**config.mk**
```make
export PLATFORM = sky130hd
export DESIGN_NAME = reply_packetizer
export DESIGN_NICKNAME = d
export VERILOG_FILES = /design/src/rtl/reply_packetizer.sv
export SDC_FILE = /design/constraint.sdc
export NUM_CORES = 1
export LEC_CHECK = 0
export BUFFER_PORTS_ARGS = -buffer_cell sky130_fd_sc_hd__buf_2
export CAP_MARGIN = 20
export CORE_ASPECT_RATIO = 0.9
export CORE_UTILIZATION = 55
export DETAILED_ROUTE_END_ITERATION = 8
export PLACE_DENSITY = 0.74
export SYNTH_ARGS = -nofsm -noshare
export SYNTH_HDL_FRONTEND = slang
export SYNTH_SLANG_ARGS = --single-unit
```
**constraint.sdc**
```tcl
create_clock -name clk -period 24.5 [get_ports clk]
set_clock_uncertainty 0.05 [all_clocks]
set_input_delay 7.35 -clock clk [delete_from_list [all_inputs] [get_ports clk]]
set_output_delay 7.35 -clock clk [all_outputs]
set_load 0.05 [all_outputs]
```
**src/rtl/reply_packetizer.sv**
```systemverilog
// rtl/reply_packetizer.sv - buffers slave replies and emits them as head/body/tail NoC flits; optional macro REPLY_PACKETIZER_BYPASS_EN
module reply_packetizer #(
  parameter int ADDRESS_WIDTH    = 4,
  parameter int VC_ADDRESS_WIDTH = 1,
  parameter int FLIT_DATA_WIDTH  = 32,
  parameter int NUM_FLITS        = 4,
  parameter int REPLY_DEPTH      = 4,
  localparam int DATA_WIDTH      = NUM_FLITS * FLIT_DATA_WIDTH,
  localparam int FLIT_WIDTH      = 2 + ADDRESS_WIDTH + VC_ADDRESS_WIDTH + FLIT_DATA_WIDTH
) (
  input  logic                        clk,
  input  logic                        rst,
  input  logic [DATA_WIDTH-1:0]       i_data_in,
  input  logic                        i_valid_in,
  output logic                        i_ready_out,
  input  logic [ADDRESS_WIDTH-1:0]    i_dst_in,
  input  logic [VC_ADDRESS_WIDTH-1:0] i_vc_in,
  output logic                        o_dst_pop_out,
  output logic [FLIT_WIDTH-1:0]       o_flit_out,
  output logic                        o_valid_out,
  input  logic                        o_ready_in,
  output logic                        o_overflow_out
);

  localparam int CNT_W    = (NUM_FLITS > 1) ? $clog2(NUM_FLITS) : 1;
  localparam int PTR_W    = $clog2(REPLY_DEPTH);
  localparam int CW       = PTR_W + 1;
  localparam int CNT_LAST = NUM_FLITS - 1;

  typedef enum logic {IDLE, SEND} state_t;

  state_t                      state_q, state_d;
  logic [CNT_W-1:0]            cnt_q, cnt_d;
  logic [DATA_WIDTH-1:0]       data_q, data_d;
  logic [ADDRESS_WIDTH-1:0]    dst_q, dst_d;
  logic [VC_ADDRESS_WIDTH-1:0] vc_q, vc_d;
  logic                        valid_q, valid_d;
  logic [FLIT_WIDTH-1:0]       flit_q, flit_d;
  logic                        ovf_q, ovf_d;
  logic [PTR_W-1:0]            rd_ptr_q, rd_ptr_d;
  logic [PTR_W-1:0]            wr_ptr_q, wr_ptr_d;
  logic [CW-1:0]               count_q, count_d;
  logic [DATA_WIDTH-1:0]       mem_q [REPLY_DEPTH];

  logic                        empty, full, accept, last;
  logic                        load_fifo, load_byp, load, wr_en;
  logic [DATA_WIDTH-1:0]       load_data;

  // Flit word for slice c of a reply: head on the first slice, tail on the last.
  function automatic logic [FLIT_WIDTH-1:0] make_flit(
    input logic [CNT_W-1:0]            c,
    input logic [DATA_WIDTH-1:0]       d,
    input logic [ADDRESS_WIDTH-1:0]    dst,
    input logic [VC_ADDRESS_WIDTH-1:0] vc
  );
    make_flit = {c == CNT_W'(0), c == CNT_W'(CNT_LAST), dst, vc,
                 d[c*FLIT_DATA_WIDTH +: FLIT_DATA_WIDTH]};
  endfunction

  // Next-state: FIFO bookkeeping, packet load, flit advance and overflow flag.
  always_comb begin
    state_d  = state_q;
    cnt_d    = cnt_q;
    data_d   = data_q;
    dst_d    = dst_q;
    vc_d     = vc_q;
    valid_d  = valid_q;
    flit_d   = flit_q;
    ovf_d    = ovf_q;

    empty    = (count_q == '0);
    full     = (count_q == CW'(REPLY_DEPTH));
    accept   = valid_q & o_ready_in;
    last     = (cnt_q == CNT_W'(CNT_LAST));

    // A new packet starts from the FIFO when idle, or back-to-back on tail acceptance.
    load_fifo = ~empty & ((state_q == IDLE) | (accept & last));
`ifdef REPLY_PACKETIZER_BYPASS_EN
    load_byp  = (state_q == IDLE) & empty & i_valid_in;
`else
    load_byp  = 1'b0;
`endif
    load      = load_fifo | load_byp;
    load_data = load_byp ? i_data_in : mem_q[rd_ptr_q];

    // The slave cannot be stalled: a write is taken if there is room after any pop.
    wr_en = i_valid_in & ~load_byp & (~full | load_fifo);
    if (i_valid_in & ~load_byp & full & ~load_fifo) begin
      ovf_d = 1'b1;
    end

    rd_ptr_d = rd_ptr_q + PTR_W'(load_fifo);
    wr_ptr_d = wr_ptr_q + PTR_W'(wr_en);
    count_d  = count_q + CW'(wr_en) - CW'(load_fifo);

    if (load) begin
      state_d = SEND;
      cnt_d   = '0;
      data_d  = load_data;
      dst_d   = i_dst_in;
      vc_d    = i_vc_in;
      valid_d = 1'b1;
      flit_d  = make_flit('0, load_data, i_dst_in, i_vc_in);
    end else if (accept) begin
      if (last) begin
        state_d = IDLE;
        cnt_d   = '0;
        valid_d = 1'b0;
        flit_d  = '0;
      end else begin
        cnt_d  = cnt_q + 1'b1;
        flit_d = make_flit(cnt_q + 1'b1, data_q, dst_q, vc_q);
      end
    end
  end

  // Control and output registers, cleared by synchronous reset.
  always_ff @(posedge clk) begin
    if (rst) begin
      state_q  <= IDLE;
      cnt_q    <= '0;
      data_q   <= '0;
      dst_q    <= '0;
      vc_q     <= '0;
      valid_q  <= 1'b0;
      flit_q   <= '0;
      ovf_q    <= 1'b0;
      rd_ptr_q <= '0;
      wr_ptr_q <= '0;
      count_q  <= '0;
    end else begin
      state_q  <= state_d;
      cnt_q    <= cnt_d;
      data_q   <= data_d;
      dst_q    <= dst_d;
      vc_q     <= vc_d;
      valid_q  <= valid_d;
      flit_q   <= flit_d;
      ovf_q    <= ovf_d;
      rd_ptr_q <= rd_ptr_d;
      wr_ptr_q <= wr_ptr_d;
      count_q  <= count_d;
    end
  end

  // Reply storage; contents are don't-care once the count is cleared.
  always_ff @(posedge clk) begin
    if (wr_en) begin
      mem_q[wr_ptr_q] <= i_data_in;
    end
  end

  assign i_ready_out    = ~full;
  assign o_dst_pop_out  = load & ~rst;
  assign o_flit_out     = flit_q;
  assign o_valid_out    = valid_q;
  assign o_overflow_out = ovf_q;

endmodule

```
==> impl_metrics.csv, run 1 <==
group,metric,value,unit
route,drc,0,
yosys,yosysSeqAreaShare,72.2,%
critical_path,crit_chain,"buf_6 > nor3_2 > buf_2",
critical_path,critPathRequiredTime,17.10,ns
power_and_ir_drop,vdd_drop_max,88.6,uV
sta,max_freq,61.7,MHz
route,ant_nets,0,
sta,rsz0062_at_grt,"false",
cells_and_area,drive_gt1_share,29.2,%
floorplan,die_area,48800,um2
route,drt_iter0_markers,1317,
route,wl,58.5,mm
route,wl_per_cell,25.5,um
clock_network,insertion_delay,0.59,ns
yosys,ys_async_sr_fraction,0,%
sta,finalHoldViolCount,0,
clock_network,clockBufferDepth,3,
yosys,synth_seq_cells,695,
clock_network,tritoncts,"done",
yosys,synthXorXnorAreaFrac,0.0997,%
critical_path,critPathTopFamily,"buffers and inverters",
yosys,synthFlopType,"edfxtp_1",
yosys,synth_compound_area_share,6.64,%
global_routing,antenna_found_initial,13,
global_routing,grt_usage,24.4,%
run_status,run_status,"completed",
yosys,synth.distinct_cells,46,
placement,dp_hpwl,35.1,mm
floorplan,fp.dieW,233,um
clock_network,cts_sinks,695,
floorplan,io_pins,180,
critical_path,max_stage_delay,0.69,ns
cells_and_area,multiInputGateArea,6690,um2
placement,place_area,27600,um2
yosys,yosys_warnings,0,
yosys,synth_mux_area_share,13.7,%
global_routing,grt-ovfl-total,0,
critical_path,critical-path-slowest-cell,"nor3_2",
sta,finalMaxSlewViolations,0,
yosys,syn_nets,1602,
critical_path,worstSetupPathType,"primary input to output pin",
clock_network,ctsResizeCount,0,
cells_and_area,seq_area,19000,um2
floorplan,core,46900,um2
cells_and_area,final.fill_count,3219,
job,drv_cap,0,
route,via_per_inst,6.18,
yosys,syn_inst,1457,
sta,timing.final.crit_share,66.1,%
route,vias,14178,
cells_and_area,area_growth,13.9,%
clock_network,cts_root_buf,"clkbuf_16",
clock_network,cts_made_buffers,69,
clock_network,clk_pin_slew,0.06,ns
sta,setup_tns,0,ns
power_and_ir_drop,p_leak,10.2,nW
yosys,synth_edf_count,512,
power_and_ir_drop,power_density,119,nW/um2
placement,place_congestion,0.771,
min_path,holdCritPathClass,"flop to flop",
sta,hold_ws,0.401,ns
sta,period_minus_slack,16.20,ns
yosys,synthDominantAreaCellType,"edfxtp_1",
yosys,syn-mean-instance-area,18.1,um2
route,drtPass1Iterations,5,
yosys,synth_fa_ha_area_share,0.408,%
critical_path,worst_setup_path_end_kind,"output pin",
placement,numPortBuffers,179,
cells_and_area,final_nets,1760,
global_routing,grt_max_degree,109,
floorplan,num_rows,75,
global_routing,grt_pass1_vias,14356,
yosys,syn_area,26400,um2
yosys,synth_top_area_share,58.3,%
clock_network,postCtsSetupRepairBufs,0,
yosys,synth_top_family_by_area,"multiplexers",
global_routing,grt_pass1_wl,88.0,mm
yosys,netlist_top_cells_area,"edfxtp_1 (58%), dfxtp_1 (14%), mux4_2 (13%), a21oi_1 (2.1%), o21ai_0 (2.1%)",
cells_and_area,fin_area,30000,um2
critical_path,cp_data_arrival_time,8.80,ns
clock_network,cts_max_level,3,
critical_path,cp_max_fo,102,
clock_network,hold_buffers,0,
yosys,yosys.area_share.simple,4.36,%
sta,finalSetupViolCount,0,
floorplan,initial_core_util,56.2,%
critical_path,start_kind,"primary input",
sta,tightest_slew,1.11,ns
sta,slew_headroom,26.2,%
critical_path,worst-path-buf-inv,2,
floorplan,fp.dieH,210,um
[Yosys cell counts (10+ instances only)]
library cell  instances
o21ai_0             109
mux4_2              158
clkbuf_1             40
buf_6                16
a21o_1               28
buf_2                30
nand3_1             107
a21oi_1             111
nand2_1              10
dfxtp_1             183
nor4b_1              19
buf_4                14
a221o_1              32
buf_1                14
edfxtp_1            512
[final timing paths]
kind	cells past startpoint	startpoint	slack, ns	to
setup / recovery	3	rst	8.30	o_dst_pop_out
hold / removal	1	data_q[29]	0.40	data_q[29]
setup reg to reg	7	cnt_q[0]	19.54	mem_q[3][80]
hold reg to reg	1	data_q[29]	0.40	data_q[29]
[registers in the layout, summed over array words and instances, names as in the netlist]
signal	count
o_overflow_out	1
o_flit_out	39
count_q	3
rd_ptr_q	2
wr_ptr_q	2
vc_q	1
mem_q	512
o_valid_out	1
dst_q	4
data_q	128
cnt_q	2
[cell type report]
cell class | instances | area share [%]
Inverter | 6 | 0.0750
Sequential cell | 695 | 63.4
Tap cell | 616 | 2.57
Clock buffer | 95 | 6.84
Clock inverter | 30 | 0.967
Timing Repair Buffer | 202 | 3.73
Antenna cell | 10 | 0.0834
Multi-Input combinational cell | 641 | 22.3
[cell families after synthesis]
| family | count (synthesis) |
|---|---|
| AND/OR/NAND/NOR | 176 |
| XOR/XNOR | 3 |
| flip-flops | 695 |
| adder cells (fa/ha/maj) | 8 |
| buffers and inverters | 121 |
| multiplexers | 160 |
| AO/OA/AOI/OAI | 294 |
[through the flow]
step	worst slack, ns	instances	power, mW	util, %
final	8.30	2295	3.56	64.0
after global routing	8.25	2289	3.70	64.0
after CTS	8.32	2283	3.57	63.8
after detailed placement	8.33	2158	2.50	58.8
after global placement	8.35	2158	2.48	58.8
after floorplan	6.53	1457	2.28	-
[where the power goes]
part / leakage, nW / switching, mW / internal [mW]
sequential: 6.20 / 0.120 / 1.45
clock: 1.15 / 0.423 / 0.649
combinational: 2.85 / 0.546 / 0.374
total: 10.2 / 1.09 / 2.47
[cell usage in the layout, fill, tap and decap left out, drive strengths merged, types with 27 or more instances in the layout]
cell type / instances
edfxtp: 512
buf: 202
dfxtp: 183
mux4: 160
a21oi: 113
o21ai: 110
nand3: 107
clkbuf: 95
a221o: 32
a21o: 28
nor4b: 27
[layer usage]
metal | vias up | share of wire, % | track usage, % | routed length, um
met3 | 111 | 7.3 | 5.84 | 4290
li1 | 6247 | - | - | -
met5 | - | 0.063 | 0 | 37
met2 | 515 | 51 | 39.9 | 29700
met1 | 7299 | 39 | 32.1 | 22700
met4 | 6 | 3.0 | 8.47 | 1760
(Power assumes the default switching activity.)
==> run 2, diff against run 1 <==
==> constraint.sdc (replaced) <==
create_clock -name clk -period 16.1 [get_ports clk]
set_clock_uncertainty 0.05 [all_clocks]
set_input_delay 4.83 -clock clk [delete_from_list [all_inputs] [get_ports clk]]
set_output_delay 4.83 -clock clk [all_outputs]
set_load 0.05 [all_outputs]
==> run 2 against run 1 <==
Combinational power rose by 51%. Non-clock buffer count did not move. Largest cell class unchanged. Final area fell by 0.31%. Die area did not move. Register-to-register slack got worse by 8.4 ns. Sequential share of layout area rose by 0.20 points.
==> impl_metrics.csv, run 2 (synthesis results as in run 1) <==
group,metric,value,unit
run_status,run_status,"completed",
global_routing,grt_use_met3,5.26,%
critical_path,worst-path-buf-inv,2,
critical_path,worst_setup_path_end_kind,"output pin",
cells_and_area,multiInputGateArea,6690,um2
global_routing,grt_max_degree,85,
critical_path,start_kind,"primary input",
sta,rsz0062_at_grt,"false",
cells_and_area,drive_gt1_share,29.0,%
global_routing,grt_pass1_wl,87.9,mm
clock_network,cts_made_buffers,69,
job,drv_cap,0,
clock_network,postCtsSetupRepairBufs,0,
placement,dp_cells,2159,
global_routing,grt_usage,24.2,%
critical_path,crit_chain,"buf_6 > nor3_2 > buf_2",
floorplan,core,46900,um2
placement,post-place-ws,5.05,ns
cells_and_area,seq_area,19000,um2
clock_network,ctsResizeCount,0,
sta,fin_ws,5.03,ns
placement,place_area,27600,um2
critical_path,cp_data_arrival_time,6.19,ns
power_and_ir_drop,power_density,180,nW/um2
clock_network,clk_pin_slew,0.06,ns
sta,hold_ws,0.399,ns
critical_path,cp_max_fo,78,
global_routing,antenna_found_initial,9,
sta,setup_tns,0,ns
min_path,holdCritPathClass,"flop to flop",
floorplan,io_pins,180,
cells_and_area,final_cell_mix,"edfxtp_1 (512), dfxtp_1 (180), buf_2 (178)",
cells_and_area,post-route-util,63.8,%
critical_path,critPathRequiredTime,11.22,ns
critical_path,critPathTopFamily,"simple AND/OR/NAND/NOR gates",
placement,numPortBuffers,179,
route,drtPass1Iterations,7,
power_and_ir_drop,p_leak,10.2,nW
clock_network,clockBufferDepth,3,
critical_path,timing.rr.end,"mem_q[3][36]",
floorplan,fp.dieW,233,um
global_routing,busiest_layer,"met2",
placement,place_congestion,0.799,
global_routing,grt_pass1_vias,14374,
sta,max_freq,90.3,MHz
critical_path,reg2regPathDepth,7,
global_routing,grt-ovfl-total,0,
sta,finalHoldViolCount,0,
min_path,hold_depth,1,
cells_and_area,area_growth,13.5,%
min_path,hp-start,"data_q[26]",
sta,finalMaxSlewViolations,0,
route,drt_iter0_markers,1299,
floorplan,initial_core_util,56.2,%
critical_path,worstSetupPathType,"primary input to output pin",
clock_network,tritoncts,"done",
critical_path,reg2reg_slack,11.16,ns
route,via_per_inst,6.18,
global_routing,use_met1,31.7,%
clock_network,cts_sinks,695,
cells_and_area,top_register,"mem_q",
power_and_ir_drop,vdd_drop_max,116,uV
route,vias,14141,
power_and_ir_drop,p_total,5.38,mW
route,wl,58.0,mm
clock_network,cts_root_buf,"clkbuf_16",
floorplan,die_area,48800,um2
route,ant_nets,0,
cells_and_area,fin_cells,2290,
clock_network,cts_max_level,3,
clock_network,insertion_delay,0.59,ns
route,drc,0,
floorplan,fp.dieH,210,um
cells_and_area,layout.cells.most_common,"edfxtp_1",
sta,slew_headroom,28.9,%
sta,tightest_slew,1.07,ns
cells_and_area,final_nets,1760,
cells_and_area,final.fill_count,3254,
route,wl_per_cell,25.3,um
global_routing,met2_usage,41.1,%
cells_and_area,largest_register_ffs,512,
critical_path,max_stage_delay,0.68,ns
sta,finalSetupViolCount,0,
floorplan,num_rows,75,
critical_path,critical-path-slowest-cell,"nor3_2",
placement,dp_hpwl,35.2,mm
cells_and_area,fin_area,29900,um2
clock_network,hold_buffers,0,
sta,timing.final.crit_share,68.8,%
min_path,min_to,"data_q[26]",
critical_path,r2r_start,"cnt_q[0]",
sta,period_minus_slack,11.07,ns
[run 2: changes by cell type in the layout (fill, tap and decap cells not counted), sizes merged]
cell    change
clkinv      -7
diode       -3
clkbuf      +5
[run 2: worst max path at each step]
stage | startpoint | to | slack (ns) | cells after the start
after global placement | rst | o_dst_pop_out | 5.03 | 3
after floorplan | o_ready_in | mem_q[1][0] | 0.65 | 4
after detailed placement | rst | o_dst_pop_out | 5.05 | 3
final | rst | o_dst_pop_out | 5.03 | 3
after global routing | rst | o_dst_pop_out | 5.00 | 3
after CTS | rst | o_dst_pop_out | 5.04 | 3
[run 2: cell type report]
cell class                      count  area share, %
Tap cell                          616           2.58
Clock buffer                      100           6.75
Sequential cell                   695           63.6
Antenna cell                        7         0.0585
Clock inverter                     23          0.878
Multi-Input combinational cell    641           22.4
Inverter                            6         0.0752
Timing Repair Buffer              202           3.66
[run 2: metal layers]
layer  wire, um  vias up  share of wire, %
met5         12        -             0.021
met4       1100        2               1.9
met3       3700       84               6.4
met2      30300      470                52
met1      22900     7354                39
li1           -     6231                 -
[run 2: power breakdown]
part / internal, mW / switching (mW)
logic: 0.560 / 0.825
registers: 2.20 / 0.182
clock network: 0.967 / 0.641
==> run 3, diff against run 2 <==
==> constraint.sdc (replaced) <==
create_clock -name clk -period 10.3 [get_ports clk]
set_clock_uncertainty 0.05 [all_clocks]
set_input_delay 3.09 -clock clk [delete_from_list [all_inputs] [get_ports clk]]
set_output_delay 3.09 -clock clk [all_outputs]
set_load 0.05 [all_outputs]
==> run 3 against run 2 <==
Global-route usage shrank 0.070 points. Power grew 57%. Critical endpoint unchanged. Sequential cell count is the same. First-iteration DRC count shrank 12%. Clock power grew 58%. Final area grew 0.22%. Sequential share of layout area shrank 0.14 points. Critical path type unchanged. Sequential power grew 56%.
==> impl_metrics.csv, run 3 (synthesis results as in run 1) <==
group,metric,value,unit
sta,tightest_slew,1.18,ns
clock_network,tritoncts,"done",
cells_and_area,final_nets,1758,
floorplan,fp.dieH,210,um
clock_network,clk_pin_slew,0.06,ns
sta,period_minus_slack,7.48,ns
min_path,holdCritPathClass,"flop to flop",
floorplan,initial_core_util,56.2,%
power_and_ir_drop,power_density,282,nW/um2
cells_and_area,area_growth,13.8,%
critical_path,worst-path-buf-inv,2,
cells_and_area,final.fill_count,3255,
power_and_ir_drop,p_leak,10.2,nW
sta,finalHoldViolCount,0,
floorplan,die_area,48800,um2
critical_path,crit_chain,"buf_2 > a21boi_4 > nor3_2 > buf_2",
critical_path,critPathRequiredTime,7.16,ns
clock_network,ctsResizeCount,0,
placement,dp_hpwl,34.3,mm
critical_path,cp_max_fo,12,
job,drv_cap,0,
floorplan,fp.dieW,233,um
clock_network,postCtsSetupRepairBufs,0,
critical_path,max_stage_delay,0.48,ns
power_and_ir_drop,vdd_drop_max,235,uV
critical_path,critical-path-slowest-cell,"nor3_2",
critical_path,cp_data_arrival_time,4.34,ns
global_routing,grt_usage,24.2,%
route,vias,14160,
cells_and_area,drive_gt1_share,29.4,%
clock_network,cts_max_level,3,
route,drc,0,
global_routing,grt_pass1_wl,86.8,mm
route,drtPass1Iterations,5,
floorplan,core,46900,um2
sta,finalMaxSlewViolations,0,
sta,slew_headroom,21.1,%
sta,max_freq,134,MHz
placement,numPortBuffers,179,
run_status,run_status,"completed",
global_routing,grt-ovfl-total,0,
floorplan,num_rows,75,
sta,timing.final.crit_share,72.6,%
sta,hold_ws,0.402,ns
sta,finalSetupViolCount,0,
global_routing,antenna_found_initial,9,
placement,place_congestion,0.782,
clock_network,insertion_delay,0.59,ns
clock_network,cts_root_buf,"clkbuf_16",
critical_path,worstSetupPathType,"primary input to output pin",
route,ant_nets,0,
sta,rsz0062_at_grt,"false",
route,drt_iter0_markers,1148,
route,wl_per_cell,25.3,um
cells_and_area,multiInputGateArea,6710,um2
cells_and_area,top_register,"mem_q",
route,wl,57.9,mm
cells_and_area,seq_area,19000,um2
cells_and_area,layout.cells.most_common,"edfxtp_1",
critical_path,worst_setup_path_end_kind,"output pin",
clock_network,clockBufferDepth,3,
global_routing,grt_pass1_vias,14192,
critical_path,start_kind,"primary input",
clock_network,cts_made_buffers,69,
clock_network,hold_buffers,0,
cells_and_area,final_cell_mix,"edfxtp_1 (512), dfxtp_1 (180), buf_2 (178)",
sta,setup_tns,0,ns
clock_network,cts_sinks,695,
route,via_per_inst,6.19,
critical_path,critical_path.most_common_cell,"buf_2",
cells_and_area,largest_register_ffs,512,
critical_path,critPathTopFamily,"buffers and inverters",
floorplan,io_pins,180,
global_routing,grt_max_degree,129,
run 3: area by class of cell:
cell class	instances	share of cell area [%]
diodes	7	0.0584
clock buffers	102	7.19
clock inverters	22	0.613
inverters	6	0.0751
multi-input cells	641	22.4
flip-flops and latches	695	63.5
well taps	616	2.57
repair buffers	200	3.62
run 3: layer usage:
metal / up-vias / GRT usage, % / wire (um)
met2: 481 / 40.2 / 30000
met1: 7347 / 31.5 / 22400
met4: 4 / 8.11 / 1560
met3: 96 / 5.57 / 3960
li1: 6232 / - / -
met5: - / 0 / 16
run 3: final timing paths:
kind / startpoint / endpoint / slack (ns) / cells after the start
max: o_ready_in / o_dst_pop_out / 2.82 / 4
min reg2reg: data_q[0] / data_q[0] / 0.40 / 1
max reg2reg: cnt_q[0] / mem_q[3][88] / 5.75 / 6
min: data_q[0] / data_q[0] / 0.40 / 1
run 3: power by group:
part	internal, mW	switching, mW	leakage, nW
clock network	1.53	1.02	1.16
logic	0.874	1.31	2.83
registers	3.44	0.274	6.20
run 3: per-stage QoR:
stage          instance area, um2  setup WS, ns  instances  utilization, %  total power, mW
4_1_cts                     30000          2.85       2281            63.8             8.51
6_report                    30000          2.82       2289            63.9             8.45
5_1_grt                     30000          2.72       2287            63.9             8.79
2_1_floorplan               26400          1.13       1457               -             5.40
3_5_place_dp                27600          2.85       2157            58.9             5.96
3_3_place_gp                27600          2.85       2157            58.9             5.92
